--- src/rtl/npu_pkg.sv ---
// Shared types and constants for the NPU result drain path.
// State encoding is kept as plain constants so older tooling can consume it.
package npu_pkg;

  typedef logic [0:0] drain_state_t;

  localparam drain_state_t IDLE  = 1'b0;
  localparam drain_state_t DRAIN = 1'b1;

  localparam int LANES = 4;

  localparam int SAT_MAX = 127;
  localparam int SAT_MIN = -128;

  function automatic int words_per_cap(input int n);
    return (n + LANES - 1) / LANES;
  endfunction

endpackage

--- src/rtl/pe_requant.sv ---
// One-lane requantizer: optional ReLU, round-half-up arithmetic right shift,
// then saturation to a signed activation. Purely combinational.
module pe_requant
  import npu_pkg::*;
#(
  parameter int W_ACC      = 24,
  parameter int DATA_WIDTH = 8
) (
  input  logic signed [W_ACC-1:0]      x,
  input  logic        [4:0]            shift,
  input  logic                         relu,
  output logic        [DATA_WIDTH-1:0] y
);

  localparam logic [4:0]             MAX_SHIFT = 5'(W_ACC - 1);
  localparam logic signed [W_ACC:0]  HI        = (W_ACC + 1)'(SAT_MAX);
  localparam logic signed [W_ACC:0]  LO        = (W_ACC + 1)'(SAT_MIN);

  logic        [4:0]   sh;
  logic signed [W_ACC:0] wide;
  logic signed [W_ACC:0] bias;
  logic signed [W_ACC:0] shifted;

  // One extra bit of headroom keeps x + bias from wrapping near the positive limit.
  always_comb begin
    sh      = (shift > MAX_SHIFT) ? MAX_SHIFT : shift;
    wide    = {x[W_ACC-1], x};
    bias    = '0;
    if (sh != 5'd0) bias = (W_ACC + 1)'(1) << (sh - 5'd1);
    shifted = (wide + bias) >>> sh;

    if (relu && x[W_ACC-1])  y = '0;
    else if (shifted > HI)   y = HI[DATA_WIDTH-1:0];
    else if (shifted < LO)   y = LO[DATA_WIDTH-1:0];
    else                     y = shifted[DATA_WIDTH-1:0];
  end

endmodule

--- src/rtl/npu_result_drain.sv ---
// Snapshots the PE accumulator results in one cycle and drains them as packed,
// requantized stream words so the PE array can start its next reduction at once.
module npu_result_drain
  import npu_pkg::*;
#(
  parameter int N          = 10,
  parameter int W_ACC      = 24,
  parameter int DATA_WIDTH = 8,
  parameter int AXI_WIDTH  = 32
) (
  input  logic                   clk,
  input  logic                   reset_n,
  input  logic                   cap_i,
  input  logic [N*W_ACC-1:0]     results_i,
  input  logic [4:0]             shift_i,
  input  logic                   relu_en_i,
  input  logic                   clr_i,
  output logic                   m_valid_o,
  input  logic                   m_ready_i,
  output logic [AXI_WIDTH-1:0]   m_data_o,
  output logic                   m_last_o,
  output logic                   busy_o,
  output logic                   overflow_o
);

  localparam int LANES_P  = AXI_WIDTH / DATA_WIDTH;
  localparam int WORDS    = words_per_cap(N);
  localparam int CW       = (WORDS > 1) ? $clog2(WORDS) : 1;
  localparam int PAD_BITS = WORDS * LANES_P * W_ACC;

  drain_state_t         state;
  logic [CW-1:0]        word_cnt;
  logic [N*W_ACC-1:0]   snap;
  logic [4:0]           snap_shift;
  logic                 snap_relu;
  logic                 overflow;

  logic                 handshake;
  logic                 last_word;
  logic                 restart;
  logic [PAD_BITS-1:0]  snap_pad;
  logic [AXI_WIDTH-1:0] packed_word;

  assign handshake = m_valid_o & m_ready_i;
  assign last_word = (word_cnt == CW'(WORDS - 1));
  assign restart   = handshake & last_word & cap_i;

  always_ff @(posedge clk or negedge reset_n) begin
    if (!reset_n) begin
      state      <= IDLE;
      word_cnt   <= '0;
      snap       <= '0;
      snap_shift <= '0;
      snap_relu  <= 1'b0;
    end else begin
      case (state)
        IDLE: begin
          if (cap_i) begin
            snap       <= results_i;
            snap_shift <= shift_i;
            snap_relu  <= relu_en_i;
            word_cnt   <= '0;
            state      <= DRAIN;
          end
        end
        default: begin
          if (handshake) begin
            if (last_word) begin
              word_cnt <= '0;
              // A capture landing on the final handshake chains straight into a new drain.
              if (cap_i) begin
                snap       <= results_i;
                snap_shift <= shift_i;
                snap_relu  <= relu_en_i;
              end else begin
                state <= IDLE;
              end
            end else begin
              word_cnt <= word_cnt + CW'(1);
            end
          end
        end
      endcase
    end
  end

  always_ff @(posedge clk or negedge reset_n) begin
    if (!reset_n)                                overflow <= 1'b0;
    else if (state == DRAIN && cap_i && !restart) overflow <= 1'b1;
    else if (clr_i)                              overflow <= 1'b0;
  end

  always_comb begin
    snap_pad                = '0;
    snap_pad[N*W_ACC-1:0]   = snap;
  end

  // Lanes past N read the zero padding, which requantizes to 0x00.
  for (genvar k = 0; k < LANES_P; k++) begin : g_lane
    logic [W_ACC-1:0]      lane_x;
    logic [DATA_WIDTH-1:0] lane_y;

    always_comb lane_x = snap_pad[(int'(word_cnt) * LANES_P + k) * W_ACC +: W_ACC];

    pe_requant #(
      .W_ACC      (W_ACC),
      .DATA_WIDTH (DATA_WIDTH)
    ) u_requant (
      .x     (lane_x),
      .shift (snap_shift),
      .relu  (snap_relu),
      .y     (lane_y)
    );

    assign packed_word[k*DATA_WIDTH +: DATA_WIDTH] = lane_y;
  end

  assign m_valid_o  = (state == DRAIN);
  assign busy_o     = (state == DRAIN);
  assign m_last_o   = m_valid_o & last_word;
  assign m_data_o   = m_valid_o ? packed_word : '0;
  assign overflow_o = overflow;

endmodule

--- config.mk ---
export PLATFORM = sky130hd
export DESIGN_NAME = npu_result_drain
export DESIGN_NICKNAME = d
export VERILOG_FILES = /design/src/rtl/npu_pkg.sv /design/src/rtl/pe_requant.sv /design/src/rtl/npu_result_drain.sv
export SDC_FILE = /design/constraint.sdc
export NUM_CORES = 1
export LEC_CHECK = 0
export ABC_CLOCK_PERIOD_IN_PS = 12200
export BUFFER_PORTS_ARGS = -buffer_cell sky130_fd_sc_hd__buf_2
export CAP_MARGIN = 25
export CORE_UTILIZATION = 45
export DETAILED_ROUTE_END_ITERATION = 10
export SKIP_CTS_REPAIR_TIMING = 1
export SLEW_MARGIN = 20
export SYNTH_ARGS = -nofsm -noshare
export SYNTH_HDL_FRONTEND = slang
export SYNTH_SLANG_ARGS = --single-unit
export TNS_END_PERCENT = 5
--- constraint.sdc ---
create_clock -name clk -period 12.2 [get_ports clk]
set_input_delay 0.61 -clock clk [delete_from_list [all_inputs] [get_ports clk]]
set_output_delay 0.61 -clock clk [all_outputs]
set_load 0.1 [all_outputs]
-- Word level (Yosys, flattened, before mapping)
Cells that the tools add are included.
- bits of input ports: 251
- register bits after elaboration: 250
- output and inout port bits: 36
- word-level logic and storage cells: 93
- shifts and indexed selects: 9
- reduce and logical (&&, ||, !) cells: 12
- magnitude comparators: 9
- bitwise gates (word level): 4
- add/subtract/negate cells: 9
- eq/ne operators: 3
- multiply operators: 4
- muxes and demuxes: 37
- operators by type and width (cell ; number):
    240-bit 2-to-1 mux ; 4
    288-bit by 11-bit variable part select with 24-bit output ; 3
    288-bit by 10-bit variable part select with 24-bit output ; 1
    24-bit by 25-bit adder with 25-bit output ; 4
    25-bit by 8-bit greater-than comparator with 1-bit output (second input constant) ; 4
    25-bit by 8-bit less-than comparator with 1-bit output (second input constant) ; 4
    25-bit by 5-bit >>> shifter with 25-bit output ; 4
    8-bit 2-to-1 mux ; 12
    32-bit 2-to-1 mux ; 1
    25-bit 2-to-1 mux ; 1
    5-bit 2-to-1 mux ; 5
    1-bit by 5-bit << shifter with 25-bit output (first input constant) ; 1
    5-bit by 2-bit multiplier with 7-bit output (second input constant) ; 3
    4-bit by 2-bit adder with 5-bit output (second input constant) ; 2
    1-bit 2-to-1 mux ; 10
    2-bit 2-to-1 mux ; 4
    1-bit logical AND ; 6
    4-bit by 1-bit adder with 5-bit output (second input constant) ; 1
    5-bit greater-than comparator (second input constant) ; 1
    5-bit nonzero test ; 1
    5-bit by 1-bit subtractor with 5-bit output (second input constant) ; 1
    1-bit AND ; 4
    2-bit by 2-bit multiplier with 4-bit output (second input constant) ; 1
    2-bit by 1-bit != test with 1-bit output (second input constant) ; 2
    other kinds (5) ; 7

-- Logic depth before layout (Yosys ltp)
- depth after elaboration: 12
- mapped depth: 28
- mapped depth without buffers: 20

-- Cells and area by module
From an unflattened synthesis, not the netlist that was laid out.
- cell total of the unflattened synthesis: 3219
- area, all modules: 27631.5 µm²
- modules (own cells, without submodules) (module ; cells each ; area an instance (µm²) ; sequential area each (µm²) ; instances):
    npu_result_drain ; 839 ; 12285.5 ; 6256.0 ; 1
    pe_requant at g_lane[1].u_requant ... ; 590 ; 3762.4 ; 0.0 ; 2
    pe_requant at g_lane[3].u_requant ; 581 ; 3942.5 ; 0.0 ; 1
    pe_requant at g_lane[0].u_requant ; 619 ; 3878.7 ; 0.0 ; 1

-- Least setup slack after synthesis
OpenSTA, ideal clock, no wires.
- kind: flip-flop to output port
- from: register word_cnt[0]
- to: output port m_data_o[20]
- data arrival time: 7.841 ns
- required time: 11.590 ns
- buffers on the path: 8
- slack: 3.749 ns
- cell stages (with the launch flop): 28
- cell sequence: dfrtp_1 buf_6 buf_6 buf_8 buf_8 buf_6 buf_4 clkbuf_1 buf_1 mux2i_1 nor2_1 ha_1 ha_1 inv_1 o41ai_2 a221oi_1 o311ai_2 and2_1 a211oi_1 xor2_1 a22oi_1 o21ai_0 mux2i_1 o211ai_1 or4_1 nor3_2 a41oi_2 o31ai_1
- longest elaborated chain between the ends: 10
- elaborated cells on any way between the ends: 12
- classes of those cells: add/sub: 2; mul: 1; order compare: 2; shift: 2; mux: 4; reduce/logical: 1
- RTL lines (item ; line ; RTL):
    start, declared ; npu_result_drain.sv:32 ; logic [CW-1:0] word_cnt;
    start signal, assigned ; npu_result_drain.sv:79 ; word_cnt <= word_cnt + CW'(1);
    4-bit by 2-bit adder with 5-bit output (*) ; npu_result_drain.sv:103 ; always_comb lane_x = snap_pad[(int'(word_cnt) * LANES_P + k) * W_ACC +: W_ACC];
    5-bit by 2-bit multiplier with 7-bit output (*) ; npu_result_drain.sv:103 ;
    288-bit by 11-bit variable part select with 24-bit output (*) ; npu_result_drain.sv:103 ;
    24-bit by 25-bit adder with 25-bit output ; pe_requant.sv:30 ; shifted = (wide + bias) >>> sh;
    25-bit by 5-bit >>> shifter with 25-bit output ; pe_requant.sv:30 ;
    25-bit by 8-bit less-than comparator with 1-bit output ; pe_requant.sv:34 ; else if (shifted < LO) y = LO[DATA_WIDTH-1:0];
    8-bit 2-to-1 mux ; pe_requant.sv:34 ;
    8-bit 2-to-1 mux ; pe_requant.sv:33 ; else if (shifted > HI) y = HI[DATA_WIDTH-1:0];
    8-bit 2-to-1 mux (*) ; pe_requant.sv:32 ; if (relu && x[W_ACC-1]) y = '0;
    32-bit 2-to-1 mux (*) ; npu_result_drain.sv:121 ; assign m_data_o = m_valid_o ? packed_word : '0;
    end, declared ; npu_result_drain.sv:20 ; output logic [AXI_WIDTH-1:0] m_data_o,
Every way passes the cells marked *; elsewhere a longest branch is shown, timed or not.

-- Worst setup path after layout
- from: register snap_shift[3]
- to: output port m_data_o[25]
- longest elaborated chain between the ends: 12
- elaborated cells on any way between the ends: 14
- classes of those cells: add/sub: 2; order compare: 3; shift: 2; mux: 6; reduce/logical: 1
- RTL lines (item ; line ; RTL):
    start, declared ; npu_result_drain.sv:34 ; logic [4:0] snap_shift;
    start signal, assigned ; npu_result_drain.sv:60 ; snap_shift <= shift_i;
    start signal, assigned ; npu_result_drain.sv:73 ; snap_shift <= shift_i;
    5-bit greater-than comparator ; pe_requant.sv:26 ; sh = (shift > MAX_SHIFT) ? MAX_SHIFT : shift;
    5-bit 2-to-1 mux (*) ; pe_requant.sv:26 ;
    5-bit by 1-bit subtractor with 5-bit output ; pe_requant.sv:29 ; if (sh != 5'd0) bias = (W_ACC + 1)'(1) << (sh - 5'd1);
    1-bit by 5-bit << shifter with 25-bit output ; pe_requant.sv:29 ;
    25-bit 2-to-1 mux ; pe_requant.sv:29 ;
    24-bit by 25-bit adder with 25-bit output ; pe_requant.sv:30 ;
    25-bit by 5-bit >>> shifter with 25-bit output (*) ; pe_requant.sv:30 ;
    25-bit by 8-bit less-than comparator with 1-bit output ; pe_requant.sv:34 ;
    8-bit 2-to-1 mux ; pe_requant.sv:34 ;
    8-bit 2-to-1 mux (*) ; pe_requant.sv:33 ;
    8-bit 2-to-1 mux (*) ; pe_requant.sv:32 ;
    32-bit 2-to-1 mux (*) ; npu_result_drain.sv:121 ;
Marks and branches as above.

==> impl_metrics.csv <==
group,metric,value,unit
clocking,clk_latency,590,ps
routing,vias_per_cell,6.63,
worst_setup_path,worst-path-stages,21,
logic_synthesis,avgSynthCellArea,8.56,um^2
layout,finalNetCount,3356,
timing,setup_viol,0,
timing,report.final.slew_viol_count,0,
worst_setup_path,r2r_start,"word_cnt[1]$_DFFE_PN0P_",
die,die_y,237,um
layout,final_cells,3770,
worst_setup_path,worst-r2r-setup-slack,8240,ps
routing,ant_nets,0,
global_route,grt_pass1_wl,151,mm
logic_synthesis,netlist_instances,2890,
routing,drc,0,
routing,wl_per_cell,27.0,um
global_route,antenna_found_initial,14,
layout,postLayoutCoreUtil,50.9,%
worst_setup_path,r2r_end,"snap[22]$_DFFE_PN0P_",
clocking,cts_tree,"yes",
logic_synthesis,ys_top_cells_by_area,"dfrtp_1 25%, mux2_2 12%, mux2i_1 6.3%",
global_route,grt_max_degree,158,
clocking,clockBufferDepth,3,
clocking,cts-htree-levels,1,
global_route,grt_pass1_vias,23400,
clocking,numCtsBuffers,29,
die,rows,85,
logic_synthesis,ys_seq_area_share,25.3,%
timing,rsz0062_at_grt,"no",
worst_setup_path,path_cells,"buf_4 > and2b_1 > nand2_1 > inv_1 > ha_1 > or3b_2 > nor4_1 > o311a_1 > or2_2 > a211oi_1 > a2111oi_2 > nor3_2 > nand2_1 > a32oi_1 > and2_1 > a21oi_1 > a221oi_1 > and4bb_2 > a32oi_1 > a31oi_1 > buf_2",
die,start_util,45.7,%
routing,vias,25000,
worst_setup_path,critPathArrivalTime,8540,ps
timing,finalSetupTns,0,ps
clocking,clkSinkCount,250,
die,fp.dieArea,0.0559,mm^2
timing,fmax,0.109,GHz
global_route,gr-max-usage-layer,"met1",
placed_design,dp.cells,3711,
run,cap_viol_max_count,0,
timing,fin_crit_sh,75.0,%
clocking,cts-root-buf,"clkbuf_16",
global_route,use_met1,52.1,%
timing,hold_viol,0,
global_route,use_met2,49.8,%
placed_design,place_congestion,0.988,
worst_setup_path,crit_fanout,56,
worst_setup_path,cp_num_buf_inv,3,
logic_synthesis,synth_enable_flop_cells,0,
layout,drive_gt1_share,25.4,%
worst_setup_path,worstSetupPathType,"flop to output port",
die,num_io_pins,287,
routing,drt_iter0_markers,2737,
logic_synthesis,syn_area,0.0248,mm^2
worst_setup_path,ff2ff_path_depth,6,
logic_synthesis,synth.distinct_cells,130,
logic_synthesis,synth_warnings,0,
logic_synthesis,synthArstFlopShare,100,%
worst_setup_path,crit_path_end_kind,"output port",
hold_path,worstHoldPathType,"input pin to asynchronous set/reset pin",
logic_synthesis,ys_ff_latch,250,
layout,syn_to_final_growth,11.3,%
global_route,grt_overflow,0,
placed_design,dp_hpwl,78.0,mm
worst_setup_path,crit_required,11590,ps
worst_setup_path,cpPeakStageDelay,650,ps
timing,final.setup_skew,21.5,ps
die,core_area,0.0541,mm^2
placed_design,port-buffer-count,286,
logic_synthesis,netlist.area_leader.share,25.3,%
outcome,status,"finished clean",
logic_synthesis,synth_top_area_cell,"dfrtp_1",
timing,worst_pin_slew,1100,ps
global_route,grt_use_total,35.3,%
routing,dr.pass1.iters,5,
worst_setup_path,start_kind,"flop",
worst_setup_path,cp_slowest_cell,"buf_4",
routing,drt-total-wl,102,mm
clocking,cts.clk_slew.worst_paths,60,ps
timing,fin_crit,9150,ps
worst_setup_path,cpLargestDelayFamily,"simple AND/OR/NAND/NOR gates",
die,die_x,237,um
global_route,use_met3,8.31,%
timing,maxSlewHeadroom,26.7,%
logic_synthesis,synthFlopType,"dfrtp_1",
per-stage QoR:
step                setup WS, ps  instance area [um^2]  hold slack [ps]
floorplan                   3750                 24800              314
global placement            4130                 26500              489
detailed placement          3910                 26500              495
CTS                         3280                 27500             95.3
global route                2580                 27600              135
finish                      3050                 27600             78.0
kinds of logic (layout without fill, tap and decap cells):
family	Yosys count	in the layout	share of synthesized area [%]
DFF	250	250	25.3
AOI/OAI and AO/OA	936	936	27.3
adders and majority gates	81	81	3.88
buffers and inverters	263	438	4.84
other	1	10	0.0152
and+or+nand+nor	840	840	16.8
muxes	414	414	18.1
xor gates and xnor gates	105	105	3.84
placed cells by master, fill, tap and decap left out, types with 35 or more instances in the layout:
cell type / count
buf_2: 285
mux2_2: 257
nor2_1: 254
dfrtp_1: 245
nand2_1: 234
o21ai_0: 168
a21oi_1: 161
mux2i_1: 155
a211oi_1: 88
xnor2_1: 71
ha_1: 59
buf_4: 50
nor3_1: 49
nand3_1: 49
inv_1: 45
a31oi_1: 45
a21o_1: 40
o22ai_1: 37
o211ai_1: 35
area by class of cell:
class	instances	area, um^2
Antenna cell	6	15.0
Clock buffer	36	782
Clock inverter	17	219
Fill cell	5227	26600
Inverter	47	176
Multi-Input combinational cell	2380	17400
Sequential cell	250	6270
Tap cell	696	871
Timing Repair Buffer	338	1850
registers in the layout, summed over array words and instances, names as in the netlist:
signal      flops
snap          240
snap_shift      5
word_cnt        2
busy_o          1
overflow_o      1
snap_relu       1
worst max-delay path by stage:
stage	startpoint	endpoint	slack, ps
global route	snap_shift[3]$_DFFE_PN0P_	m_data_o[25]	2580
floorplan	word_cnt[0]$_DFFE_PN0P_	m_data_o[20]	3750
finish	snap_shift[3]$_DFFE_PN0P_	m_data_o[25]	3050
detailed placement	snap_shift[3]$_DFFE_PN0P_	m_data_o[25]	3910
global placement	snap_shift[3]$_DFFE_PN0P_	m_data_o[25]	4130
CTS	snap_shift[3]$_DFFE_PN0P_	m_data_o[25]	3280
cells in the mapped netlist, types with 25 or more instances:
| master | count |
|---|---|
| or2_2 | 28 |
| ha_1 | 59 |
| nand4_1 | 25 |
| and3_1 | 25 |
| xor2_1 | 30 |
| a21oi_1 | 164 |
| o21ai_0 | 168 |
| xnor2_1 | 71 |
| o21ai_1 | 31 |
| mux2i_1 | 155 |
| nor2_1 | 256 |
| a21o_1 | 40 |
| clkbuf_1 | 147 |
| a31oi_1 | 45 |
| nor3_1 | 49 |
| inv_1 | 45 |
| mux2_2 | 257 |
| o211ai_1 | 35 |
| and2_1 | 31 |
| dfrtp_1 | 250 |
| o22ai_1 | 37 |
| a211oi_1 | 88 |
| nand3_1 | 49 |
| nand2_1 | 234 |
layer usage:
metal / wire [um] / part of all wire, %
met1: 47000 / 46
met5: 103 / 0.10
met4: 3610 / 3.5
met3: 9840 / 9.7
met2: 41300 / 41
Power is not shown: default switching activity piles up to over one toggle a cycle in this logic, so the estimate is an artifact.
